[config.mk]
export PLATFORM = sky130hd
export DESIGN_NAME = rng_arbiter
export DESIGN_NICKNAME = d
export VERILOG_FILES = /design/src/rtl/rng_pkg.sv /design/src/rtl/rng_arbiter_rr.sv /design/src/rtl/rng_arbiter.sv
export SDC_FILE = /design/constraint.sdc
export NUM_CORES = 1
export LEC_CHECK = 0
export CORE_MARGIN = 2
export CORE_UTILIZATION = 41
export DETAILED_ROUTE_END_ITERATION = 12
export PLACE_DENSITY_LB_ADDON = 0.2
export SETUP_SLACK_MARGIN = 0.4
export SYNTH_ARGS = -nofsm -noshare
export SYNTH_HDL_FRONTEND = slang
export SYNTH_HIERARCHICAL = 1
export SYNTH_SLANG_ARGS = --single-unit
export TNS_END_PERCENT = 50
[constraint.sdc]
create_clock -name clk -period 3.38 [get_ports clk]
set_clock_uncertainty 0.05 [all_clocks]
set_input_delay 0.676 -clock clk [delete_from_list [all_inputs] [get_ports clk]]
set_output_delay 0.676 -clock clk [all_outputs]
set_load 0.05 [all_outputs]
[src/rtl/rng_pkg.sv]
// Shared types, default constants and the round-robin search helper for
// the LFSR random-word arbiter.
package rng_pkg;

  typedef enum logic [1:0] {
    IDLE   = 2'd0,
    WARMUP = 2'd1,
    RUN    = 2'd2
  } state_e;

  localparam int unsigned DEF_N_REQ      = 4;
  localparam int unsigned DEF_LFSR_LEN   = 16;
  localparam int unsigned DEF_RAND_W     = 8;
  localparam int unsigned DEF_WARMUP_CYC = 16;
  localparam int unsigned DEF_CNT_W      = 16;
  localparam int unsigned MAX_REQ        = 16;

  // First set bit of req_mask at or after ptr, searching modulo n_req.
  // ptr < n_req is assumed, so one conditional subtraction wraps the index.
  // Returns 0 when the mask is empty; callers qualify with |req_mask.
  function automatic logic [3:0] next_rr(input logic [15:0] req_mask,
                                         input logic [3:0]  ptr,
                                         input logic [4:0]  n_req);
    logic [3:0] win;
    logic       found;
    logic [4:0] idx;
    win   = 4'd0;
    found = 1'b0;
    for (int i = 0; i < 16; i++) begin
      idx = 5'(ptr) + 5'(i);
      if (idx >= n_req) begin
        idx = idx - n_req;
      end else begin
        idx = idx;
      end
      if ((5'(i) < n_req) && !found && req_mask[idx[3:0]]) begin
        win   = idx[3:0];
        found = 1'b1;
      end else begin
        found = found;
      end
    end
    return win;
  endfunction

endpackage

[src/rtl/rng_arbiter_rr.sv]
// Round-robin search over an eligibility mask, with the rotating pointer
// register. The winner is combinational; the pointer moves past the winner
// only when the parent actually takes the grant.
module rr_arbiter
  import rng_pkg::*;
#(
  parameter int unsigned N_REQ = DEF_N_REQ
) (
  input  logic                     clk,
  input  logic                     reset_n,
  input  logic [N_REQ-1:0]         req_mask,
  input  logic                     take,
  output logic                     any_req,
  output logic [$clog2(N_REQ)-1:0] winner
);

  localparam int unsigned PTR_W = $clog2(N_REQ);

  logic [PTR_W-1:0] ptr_q;
  logic [PTR_W-1:0] ptr_d;

  assign any_req = |req_mask;
  assign winner  = PTR_W'(next_rr(16'(req_mask), 4'(ptr_q), 5'(N_REQ)));

  // Advance the pointer to the slot after the winner when a grant is taken.
  always_comb begin
    ptr_d = ptr_q;
    if (take && any_req) begin
      if (winner == PTR_W'(N_REQ - 1)) begin
        ptr_d = '0;
      end else begin
        ptr_d = winner + PTR_W'(1);
      end
    end else begin
      ptr_d = ptr_q;
    end
  end

  // Pointer register; only reset clears it, so it survives IDLE.
  always_ff @(posedge clk or negedge reset_n) begin
    if (!reset_n) begin
      ptr_q <= '0;
    end else begin
      ptr_q <= ptr_d;
    end
  end

endmodule

[src/rtl/rng_arbiter.sv]
// Sequences the external LFSR through IDLE -> WARMUP -> RUN, discards the
// post-reseed words, and hands at most one random word per cycle to the
// requesters in round-robin order. All outputs come straight from flops.
module rng_arbiter
  import rng_pkg::*;
#(
  parameter int unsigned N_REQ      = DEF_N_REQ,
  parameter int unsigned LFSR_LEN   = DEF_LFSR_LEN,
  parameter int unsigned RAND_W     = DEF_RAND_W,
  parameter int unsigned WARMUP_CYC = DEF_WARMUP_CYC,
  parameter int unsigned CNT_W      = DEF_CNT_W
) (
  input  logic                clk,
  input  logic                reset_n,
  input  logic                run_en,
  output logic                lfsr_en,
  input  logic [LFSR_LEN-1:0] lfsr_out,
  input  logic [N_REQ-1:0]    req,
  output logic [N_REQ-1:0]    gnt,
  output logic [RAND_W-1:0]   rand_data,
  output logic                rand_valid,
  output logic                busy,
  output logic                warm,
  output logic [CNT_W-1:0]    issued_cnt
);

  localparam int unsigned PTR_W = $clog2(N_REQ);

  state_e              state_q, state_d;
  logic [7:0]          wcnt_q, wcnt_d;
  logic [N_REQ-1:0]    gnt_q, gnt_d;
  logic [RAND_W-1:0]   rand_data_q, rand_data_d;
  logic                rand_valid_q, rand_valid_d;
  logic                lfsr_en_q, lfsr_en_d;
  logic                busy_q, busy_d;
  logic                warm_q, warm_d;
  logic [CNT_W-1:0]    issued_cnt_q, issued_cnt_d;

  logic [N_REQ-1:0]    eligible_s;
  logic                any_s;
  logic [PTR_W-1:0]    win_s;
  logic                grant_s;

  // Last cycle's winner sits out one edge, giving it time to drop req.
  assign eligible_s = req & ~gnt_q;
  // A grant is only made in RUN and never on the edge that leaves RUN.
  assign grant_s    = (state_q == RUN) && run_en && any_s;

  rr_arbiter #(
    .N_REQ (N_REQ)
  ) u_rr (
    .clk      (clk),
    .reset_n  (reset_n),
    .req_mask (eligible_s),
    .take     (grant_s),
    .any_req  (any_s),
    .winner   (win_s)
  );

  // Next-state logic and warmup counting.
  always_comb begin
    state_d = state_q;
    wcnt_d  = wcnt_q;
    case (state_q)
      IDLE: begin
        if (run_en) begin
          state_d = WARMUP;
          wcnt_d  = 8'd0;
        end else begin
          state_d = IDLE;
        end
      end
      WARMUP: begin
        if (!run_en) begin
          state_d = IDLE;
        end else if (wcnt_q == 8'(WARMUP_CYC - 1)) begin
          state_d = RUN;
        end else begin
          wcnt_d = wcnt_q + 8'd1;
        end
      end
      RUN: begin
        if (!run_en) begin
          state_d = IDLE;
        end else begin
          state_d = RUN;
        end
      end
      default: begin
        state_d = IDLE;
        wcnt_d  = 8'd0;
      end
    endcase
  end

  // Grant, data capture, issue count and status outputs for the next edge.
  always_comb begin
    gnt_d        = '0;
    rand_data_d  = rand_data_q;
    issued_cnt_d = issued_cnt_q;
    if (grant_s) begin
      gnt_d        = {{(N_REQ-1){1'b0}}, 1'b1} << win_s;
      rand_data_d  = lfsr_out[RAND_W-1:0];
      issued_cnt_d = issued_cnt_q + CNT_W'(1);
    end else begin
      gnt_d = '0;
    end
    rand_valid_d = |gnt_d;
    lfsr_en_d    = (state_d != IDLE);
    busy_d       = (state_d != IDLE);
    warm_d       = (state_d == RUN);
  end

  // State, counters and output registers with immediate asynchronous reset.
  always_ff @(posedge clk or negedge reset_n) begin
    if (!reset_n) begin
      state_q      <= IDLE;
      wcnt_q       <= 8'd0;
      gnt_q        <= '0;
      rand_data_q  <= '0;
      rand_valid_q <= 1'b0;
      lfsr_en_q    <= 1'b0;
      busy_q       <= 1'b0;
      warm_q       <= 1'b0;
      issued_cnt_q <= '0;
    end else begin
      state_q      <= state_d;
      wcnt_q       <= wcnt_d;
      gnt_q        <= gnt_d;
      rand_data_q  <= rand_data_d;
      rand_valid_q <= rand_valid_d;
      lfsr_en_q    <= lfsr_en_d;
      busy_q       <= busy_d;
      warm_q       <= warm_d;
      issued_cnt_q <= issued_cnt_d;
    end
  end

  assign gnt        = gnt_q;
  assign rand_data  = rand_data_q;
  assign rand_valid = rand_valid_q;
  assign lfsr_en    = lfsr_en_q;
  assign busy       = busy_q;
  assign warm       = warm_q;
  assign issued_cnt = issued_cnt_q;

endmodule
* After elaboration in Yosys (flattened, before gate mapping)
Cells that the tools add are included.
Word-level totals: flip-flop bits (word level) 43, bits of input ports 23, logic and storage cells 83
Operators by class: $add $sub $neg 10, $lt $le $gt $ge 8, equality and inequality tests 8, shift-type cells 1, muxes and demuxes 30, bitwise gates (word level) 3, reduce and logical (&&, ||, !) cells 14
Operators with widths (count):
- $mux 8 | 3
- $pmux 8 s3 | 1
- $lt 4x5->1 const B | 4
- $mux 4 | 5
- $add 16x1->16 const B | 1
- $bmux 1 s4 | 4
- $mux 2 | 8
- $ge 5x3->1 const B | 3
- $sub 4x3->4 const B | 3
- $add 8x1->8 const B | 1
- $eq 8x4->1 const B | 1
- $mux 1 | 8
- $reduce_or 4->1 | 2
- $add 2x2->3 const B | 2
- $eq 2x2->1 const B | 3
- $logic_and 1x1->1 | 6
- $ne 2x2->1 const B | 3
- $pmux 2 s3 | 1
- $and 4x4->4 | 1
- $not 4->4 | 1
- $reduce_and 4->1 | 1
- $shl 1x2->4 const A | 1
- $sub 2x3->4 const B | 1
- $add 2x1->3 const B | 1
- other kinds (7) | 9

* Longest topological paths before layout
Gate-level depths: netlist of the first run.
depth after elaboration 17, gate-level depth with buffers 15, mapped depth without buffers 13

* Hierarchy
The synthesis of the first run kept the hierarchy.
By module, submodules not included:
- rng_arbiter | times used 1, cells each 181, area each 1874.3 um2, sequential area each 1026.0 um2
- rr_arbiter | times used 1, cells each 47, area each 407.9 um2, sequential area each 50.0 um2

* Worst setup path before layout of the first run
OpenSTA, ideal clock, no wires.
kind register -> register, from register u_rr.ptr_q[0], to register u_rr.ptr_q[0], arrival time 2546 ps, slack 651 ps, cell stages (with the launch flop) 15, period minus slack after synthesis 2729 ps, path through dfrtp_1 buf_6 inv_1 ha_1 clkbuf_1 mux2i_1 nor3_1 o21ai_1 o31ai_1 ha_1 o21ai_0 nand2_1 nand2_1 o21ai_0 o41ai_2
Between the ends: longest elaborated chain between the ends 16, elaborated cells between the ends (all ways) 39, classes of those cells add/sub: 8; order compare: 4; eq/ne: 1; mux: 20; reduce/logical: 6
RTL lines:
- start: declaration | RTL line rng_arbiter_rr.sv:19 | logic [PTR_W-1:0] ptr_q;
- start signal: assignment | RTL line rng_arbiter_rr.sv:44 | ptr_q <= ptr_d;
- parallel branches: the longest is 13 deep, another holds $sub 4x3->4
- $mux 2 * | RTL line rng_pkg.sv:36 | if ((5'(i) < n_req) && !found && req_mask[idx[3:0]]) begin
- net win_s[1] | RTL line rng_arbiter.sv:41 | logic [PTR_W-1:0] win_s;
- $eq 2x2->1 * | RTL line rng_arbiter_rr.sv:29 | if (winner == PTR_W'(N_REQ - 1)) begin
- $mux 2 * | RTL line rng_arbiter_rr.sv:29
Mark *: on every way through the listed nets, which the timed path passes. The select of a mux whose other input is x is not followed. A chain may end at the register's enable or synchronous reset.

* Final worst setup path of the first run
from input req[1], to register u_rr.ptr_q[0]
Between the ends: longest elaborated chain between the ends 15, elaborated cells between the ends (all ways) 28, classes of those cells add/sub: 1; eq/ne: 1; mux: 16; bitwise: 1; reduce/logical: 9
RTL lines:
- start: declaration | RTL line rng_arbiter.sv:18 | input logic [N_REQ-1:0] req,
- $and 4x4->4 * | RTL line rng_arbiter.sv:45 | assign eligible_s = req & ~gnt_q;
- net eligible_s[1] | RTL line rng_arbiter.sv:39 | logic [N_REQ-1:0] eligible_s;
- $bmux 1 s4 | RTL line rng_pkg.sv:36
- $mux 1 (not written as such) | RTL line rng_pkg.sv:36
- $mux 1 | RTL line rng_pkg.sv:36
- $logic_not 1->1 | RTL line rng_pkg.sv:36
- $logic_and 1x1->1 | RTL line rng_pkg.sv:36
- $mux 1 | RTL line rng_pkg.sv:36
- $logic_not 1->1 | RTL line rng_pkg.sv:36
- $logic_and 1x1->1 | RTL line rng_pkg.sv:36
- $mux 1 | RTL line rng_pkg.sv:36
- $logic_not 1->1 | RTL line rng_pkg.sv:36
- $logic_and 1x1->1 | RTL line rng_pkg.sv:36
- $mux 2 * | RTL line rng_pkg.sv:36
- net win_s[0] | RTL line rng_arbiter.sv:41
- $add 2x1->2 / $eq 2x2->1 (equally long branches) | RTL line rng_arbiter_rr.sv:32, rng_arbiter_rr.sv:29
- $mux 2 * | RTL line rng_arbiter_rr.sv:29
The timed path passes the listed nets; every way through them passes the cells marked *. The select of a mux whose other input is x is not followed.

==> out/results.tsv, run 1 <==
metric	value	unit
outcome	finished clean	
CP startpoint kind	input pin	
largest net degree at the start of global routing	44	
r2r setup slk	0.73	ns
R2R Path End	u_rr/ptr_q[0]	
count leader, synth	nand2_1	
initial cell density of the core	0.4196	
hold crit path type	reg -> reg	
die height	78.61	um
Ys Warns	6	
vias in the first global route	1806	
EDFF count, synth	0	
worst setup path start	req[1]	
# port buffers	46	
Critical Path RT	3.51	ns
first-pass GRT wire length	8286	um
WL/cell	13.13	um
FP Rows	27	
total wire length	4662	um
sequential share of the synthesized area	0.4715	
GRT Total Usage	0.1667	
GP Congestion	0.8191	
drt first pass iters	4	
Max rail drop VDD	228.1	uV
Crit path arrival time	2.92	ns
unrepaired setup endpoints after global routing	no	
# IOs	55	
top post-synthesis cells by count	nand2_1, dfrtp_1, o21ai_0, xnor2_1	
cell count after synthesis	228	
P&R area growth vs syn	30.92	%
MaxCap Viol Count	0	
DRC Markers	0	
Max Clk Rate	0.3581	GHz
Max Slew Vio Count	0	
Root Buffer	clkbuf_8	
final hold viol count	0	
post-layout net count	312	
post-synth top area share	0.4715	
xor/xnor share of the synthesized area	0.05757	
setup TNS	0	ns
power per cell area	377.8	mW/mm^2
mux contribution to synthesized area	0.04825	
GRT overflow	0	
Final setup viols	0	
Leak	1.381	nW
combinational family with the most area after synthesis	simple AND/OR/NAND/NOR gates	
placed cell area	0.002834	mm^2
share of cells above drive strength 1	0.1201	
core area	0.005439	mm^2
total CTS buffers	5	
Detail Route Antenna Nets	0	
Hold Path Sink	rand_data[7]	
# diodes	0	
hold buffers post-CTS	0	
kind of critical path	in -> reg	
Vias	1808	
Die X	78.61	um
vias per inst	5.093	
Max Buffers Root-to-Sink	2	
reg2reg path depth	12	
drt initial violations	64	
Synth Register Bits	43	
Post-Syn Nets	258	
detailed placement HPWL	3230	um
min cycle time layout	2.793	ns
Rel. slew slack	0.3779	
Unique masters post-synth	47	
Die Area	0.006179	mm^2
dominant cell type by area after synthesis	dfrtp_1	
crit share post-route	0.8262	
post-synthesis compound-gate area fraction	0.09430	
crit-path max FO	6	
Top FF cell, synth	dfrtp_1	
initial antenna violation count	0	
CTS Sinks	43	
Worst R2R Start	u_rr/ptr_q[1]	
adder-cell share of the synthesized area	0.03838	
syn avg cell area	10.01	um^2
design area	0.002988	mm^2
Clk Latency, worst-skew pair	0.29	ns
clock slew at reported path FFs	0.08	ns
Min-Delay Path Depth	2	
CTS tree	built	
measured slew at the worst slew-check pin	0.9332	ns
largest cells by area after synthesis	dfrtp_1, nand2_1, xnor2_1, ha_1, nor2b_1	
Worst setup EP type	register	
hold path startpoint	rand_data[7]	
simple-gate share of the synthesized area	0.2615	
# H-tree levels	2	
# fillers	478	
Netlist Area Pre-Place	0.002282	mm^2
share of flip-flops with an asynchronous set or reset	1.000	
worst max-delay path, stage by stage:
cell,delay [ns]
clkdlybuf4s50_1,0.39
nor2b_1,0.13
buf_4,0.15
mux2_1,0.31
mux2i_1,0.18
a21boi_1,0.17
o21bai_2,0.14
o21a_1,0.16
ha_1,0.16
o21ai_0,0.09
nand2_1,0.08
nand2_1,0.07
o21ai_2,0.13
o41ai_2,0.08
registers in the layout, summed over array words and instances, names as in the netlist:
name        cells
state_q         2
issued_cnt     16
rand_data       8
warm            1
rand_valid      1
u_rr/ptr_q      2
busy            1
gnt             4
wcnt_q          8
worst max-delay path by stage:
stage	endpoint	slack, ns	cells after the start
6_report	u_rr/ptr_q[0]	0.59	14
5_1_grt	u_rr/ptr_q[0]	0.41	14
4_1_cts	u_rr/ptr_q[0]	0.47	12
3_5_place_dp	u_rr/ptr_q[0]	0.19	12
3_3_place_gp	u_rr/ptr_q[0]	0.20	12
2_1_floorplan	u_rr/ptr_q[0]	0.65	14
cell type report:
cell class                 count  area (um^2)  share of cell area
timing repair buffer          54        515.5              0.1725
sequential                    43         1076              0.3601
inverter                       5        18.77            0.006281
clock inverter                 2        60.06             0.02010
multi-input combinational    173         1155              0.3865
tap                           72        90.09             0.03015
clock buffer                   6        72.57             0.02429
per-layer routing:
| metal | part of all wire | routed length (um) | track usage |
|---|---|---|---|
| met1 | 0.45 | 2120 | 0.2180 |
| met2 | 0.50 | 2308 | 0.2735 |
| met3 | 0.035 | 165 | 0.03333 |
| met4 | 0.015 | 68 | 0.06140 |
| met5 | 0 | 0 | 0 |
through the flow:
stage	total power [mW]	setup slack (ns)	cells	util	hold slack, ns
finish	1.129	0.5875	355	0.5493	0.4253
global route	1.184	0.4069	355	0.5493	0.4502
CTS	1.143	0.4667	354	0.5454	0.4314
detailed placement	0.6699	0.1879	346	0.5210	0.4115
global placement	0.6695	0.2013	346	0.5210	0.4087
floorplan	0.6203	0.6515	228	-	0.3304
cell usage in the layout, fill, tap and decap left out, types with 2 or more instances in the layout:
master and count:
clkdlybuf4s50_1 45, xnor2_1 11, mux2i_1 5, nor2_1 10, o211ai_1 2, nand2_1 45
buf_4 8, nand2b_1 3, xor2_1 4, ha_1 7, nor3_1 4, dfrtp_1 43
o21ai_0 10, nand4_1 6, clkbuf_8 5, and4_1 2, or4_1 3, o31ai_1 3
a31oi_1 2, and3_1 4, bufinv_16 2, a21oi_1 4, mux2_2 3, and2_1 2
nand3_1 9, nor2b_2 2, o21a_1 2, o41ai_1 2, nor2b_1 8, inv_1 5
o21ai_1 3
kinds of logic after synthesis:
| kind of cell | after synthesis |
|---|---|
| XOR/XNOR | 15 |
| AND/OR/NAND/NOR | 108 |
| multiplexers | 10 |
| AO/OA/AOI/OAI | 33 |
| flip-flops | 43 |
| adder cells (fa/ha/maj) | 7 |
| buffers and inverters | 12 |
repair_timing:
action | 4_1_cts | 5_1_grt
setup buffers | 0 | 1
endpoints found under the hold margin | 0 | 0
gates resized for setup | 0 | 5
setup endpoints to repair | 0 | 1
report_power, final:
part / internal, mW / switching [mW] / total (mW)
logic: 0.0520 / 0.0624 / 0.114
clock network: 0.295 / 0.171 / 0.467
registers: 0.528 / 0.0200 / 0.548
(Power assumes the default switching activity.)
==> inputs of run 2 (changes only) <==
==> constraint.sdc (replaced) <==
create_clock -name clk -period 2.6 [get_ports clk]
set_clock_uncertainty 0.05 [all_clocks]
set_input_delay 0.52 -clock clk [delete_from_list [all_inputs] [get_ports clk]]
set_output_delay 0.52 -clock clk [all_outputs]
set_load 0.05 [all_outputs]
==> run 2 against run 1 <==
  * Setup slack got worse by 0.45 ns
  * Via count rose by 6.5%
  * First-iteration DRC count is 23% higher
  * Global-route usage increased by 0.84 points
  * Die area did not move
  * Total power increased by 26%
  * Final area rose by 12%
  * Non-clock buffer count up 27
  * Wire length rose by 5.5%
  * Register-to-register slack worse by 0.59 ns
  * Largest power group unchanged
==> out/results.tsv, run 2 (synthesis gave the netlist of run 1 again) <==
metric	value	unit
Reg power frac	0.501	
clock network fraction of total power	0.366	
overall power	1.424	mW
final worst slack	0.1371	ns
vias in the first global route	1900	
CP startpoint kind	register	
setup TNS	0	ns
CTS tree	built	
WL/cell	12.87	um
Max Buffers Root-to-Sink	2	
commonest non-fill, non-tap cell in the layout	nand2_1	
Gate power share	0.133	
FP Rows	27	
Max Clk Rate	0.4060	GHz
Die X	78.61	um
largest net degree at the start of global routing	25	
unrepaired setup endpoints after global routing	yes	
P&R area growth vs syn	46.00	%
Die Area	0.006179	mm^2
commonest non-fill, non-tap cells in the layout	nand2_1, clkdlybuf4s50_1, dfrtp_1	
# port buffers	46	
# fillers	460	
MaxCap Viol Count	0	
total CTS buffers	5	
switch share	0.2510	
Clk Latency, worst-skew pair	0.30	ns
post-layout net count	339	
GP Congestion	0.8483	
GR Util met3	0.03908	
core area	0.005439	mm^2
Largest register FFs	16	
DP Cell Count	360	
# IOs	55	
met2 Use GR	0.2906	
Detail Route Antenna Nets	0	
crit-path max FO	5	
vias per inst	5.039	
hold crit path type	in -> async	
GRT Total Usage	0.1751	
# H-tree levels	2	
Worst setup EP type	register	
total wire length	4917	um
crit share post-route	0.9473	
Leak	1.564	nW
final hold viol count	0	
multi-input logic area	0.001296	mm^2
GR Layer Usage met1	0.2309	
kind of critical path	reg -> reg	
Layout Cells excl Fill	382	
CTS Sinks	43	
initial cell density of the core	0.4196	
outcome	finished clean	
measured slew at the worst slew-check pin	0.5130	ns
drt initial violations	79	
Final setup viols	0	
Max Slew Vio Count	0	
detailed placement HPWL	3477	um
dpl ws	-0.3149	ns
# diodes	0	
Crit path arrival time	2.60	ns
DRC Markers	0	
die height	78.61	um
first-pass GRT wire length	8631	um
power per cell area	427.3	mW/mm^2
Max rail drop VDD	311.3	uV
min cycle time layout	2.463	ns
initial antenna violation count	0	
Vias	1925	
drt first pass iters	4	
flip-flop and latch area	0.001079	mm^2
P_int	1.066	mW
GRT overflow	0	
Rel. slew slack	0.6569	
global route hottest layer	met2	
Critical Path RT	2.73	ns
Root Buffer	clkbuf_8	
share of cells above drive strength 1	0.2613	
clock slew at reported path FFs	0.08	ns
switching power	357.3	uW
==> run 2: per-layer routing <==
metal,vias up,share of wire
li1,952,-
met2,35,0.48
met1,931,0.46
met5,-,0
met4,0,0.016
met3,7,0.035
==> run 2: worst paths after layout <==
| check | from | endpoint | slack (ns) | cells past startpoint |
|---|---|---|---|---|
| min in group clk | issued_cnt[15] | issued_cnt[15] | 0.43 | 1 |
| max in group asynchronous | reset_n | u_rr/ptr_q[1] | 1.72 | 2 |
| max reg2reg | u_rr/ptr_q[0] | u_rr/ptr_q[0] | 0.14 | 14 |
| min reg2reg | issued_cnt[15] | issued_cnt[15] | 0.43 | 1 |
| max | u_rr/ptr_q[0] | u_rr/ptr_q[0] | 0.14 | 14 |
| min | reset_n | issued_cnt[5] | 0.10 | 1 |
==> run 2: power by group through the flow <==
stage	Clock [mW]	Combinational, mW	Sequential, mW
final	0.521	0.190	0.713
after global routing	0.572	0.206	0.717
after CTS	0.536	0.185	0.712
after detailed placement	0	0.161	0.725
after global placement	0	0.159	0.725
after floorplan	0	0.0787	0.733
==> run 2: metrics by stage <==
step	cell area, um^2	hold WS (ns)	utilization
after detailed placement	2974	0.4157	0.5468
final	3332	0.1045	0.6126
after global placement	2974	0.4090	0.5468
after floorplan	2327	0.1744	-
after CTS	3286	0.1105	0.6041
after global routing	3332	0.1304	0.6126
==> run 2: area by class of cell <==
class / instances / area share
Clock buffer: 5 / 0.02065
Sequential cell: 43 / 0.3237
Timing Repair Buffer: 81 / 0.2201
Clock inverter: 3 / 0.01314
Inverter: 5 / 0.006384
Tap cell: 72 / 0.02704
Multi-Input combinational cell: 173 / 0.3890
==> run 2: worst max-delay path, stage by stage (launching register included) <==
cell and delay (ns):
dfrtp_2 0.46, buf_6 0.13, buf_4 0.13, mux2i_1 0.27
or3_4 0.21, buf_6 0.10, nand2_4 0.05, o211ai_1 0.15
o21a_1 0.21, ha_4 0.17, o21ai_2 0.05, nand2_1 0.06
nand2_1 0.06, o21ai_2 0.15, o41ai_2 0.09
==> run 2: what timing repair did <==
item	in CTS	in global routing
resized for setup	30	8
setup buffers	12	2
pin swaps	12	11
cloned	0	0
hold buffers	0	0
endpoints found under the setup margin	15	19
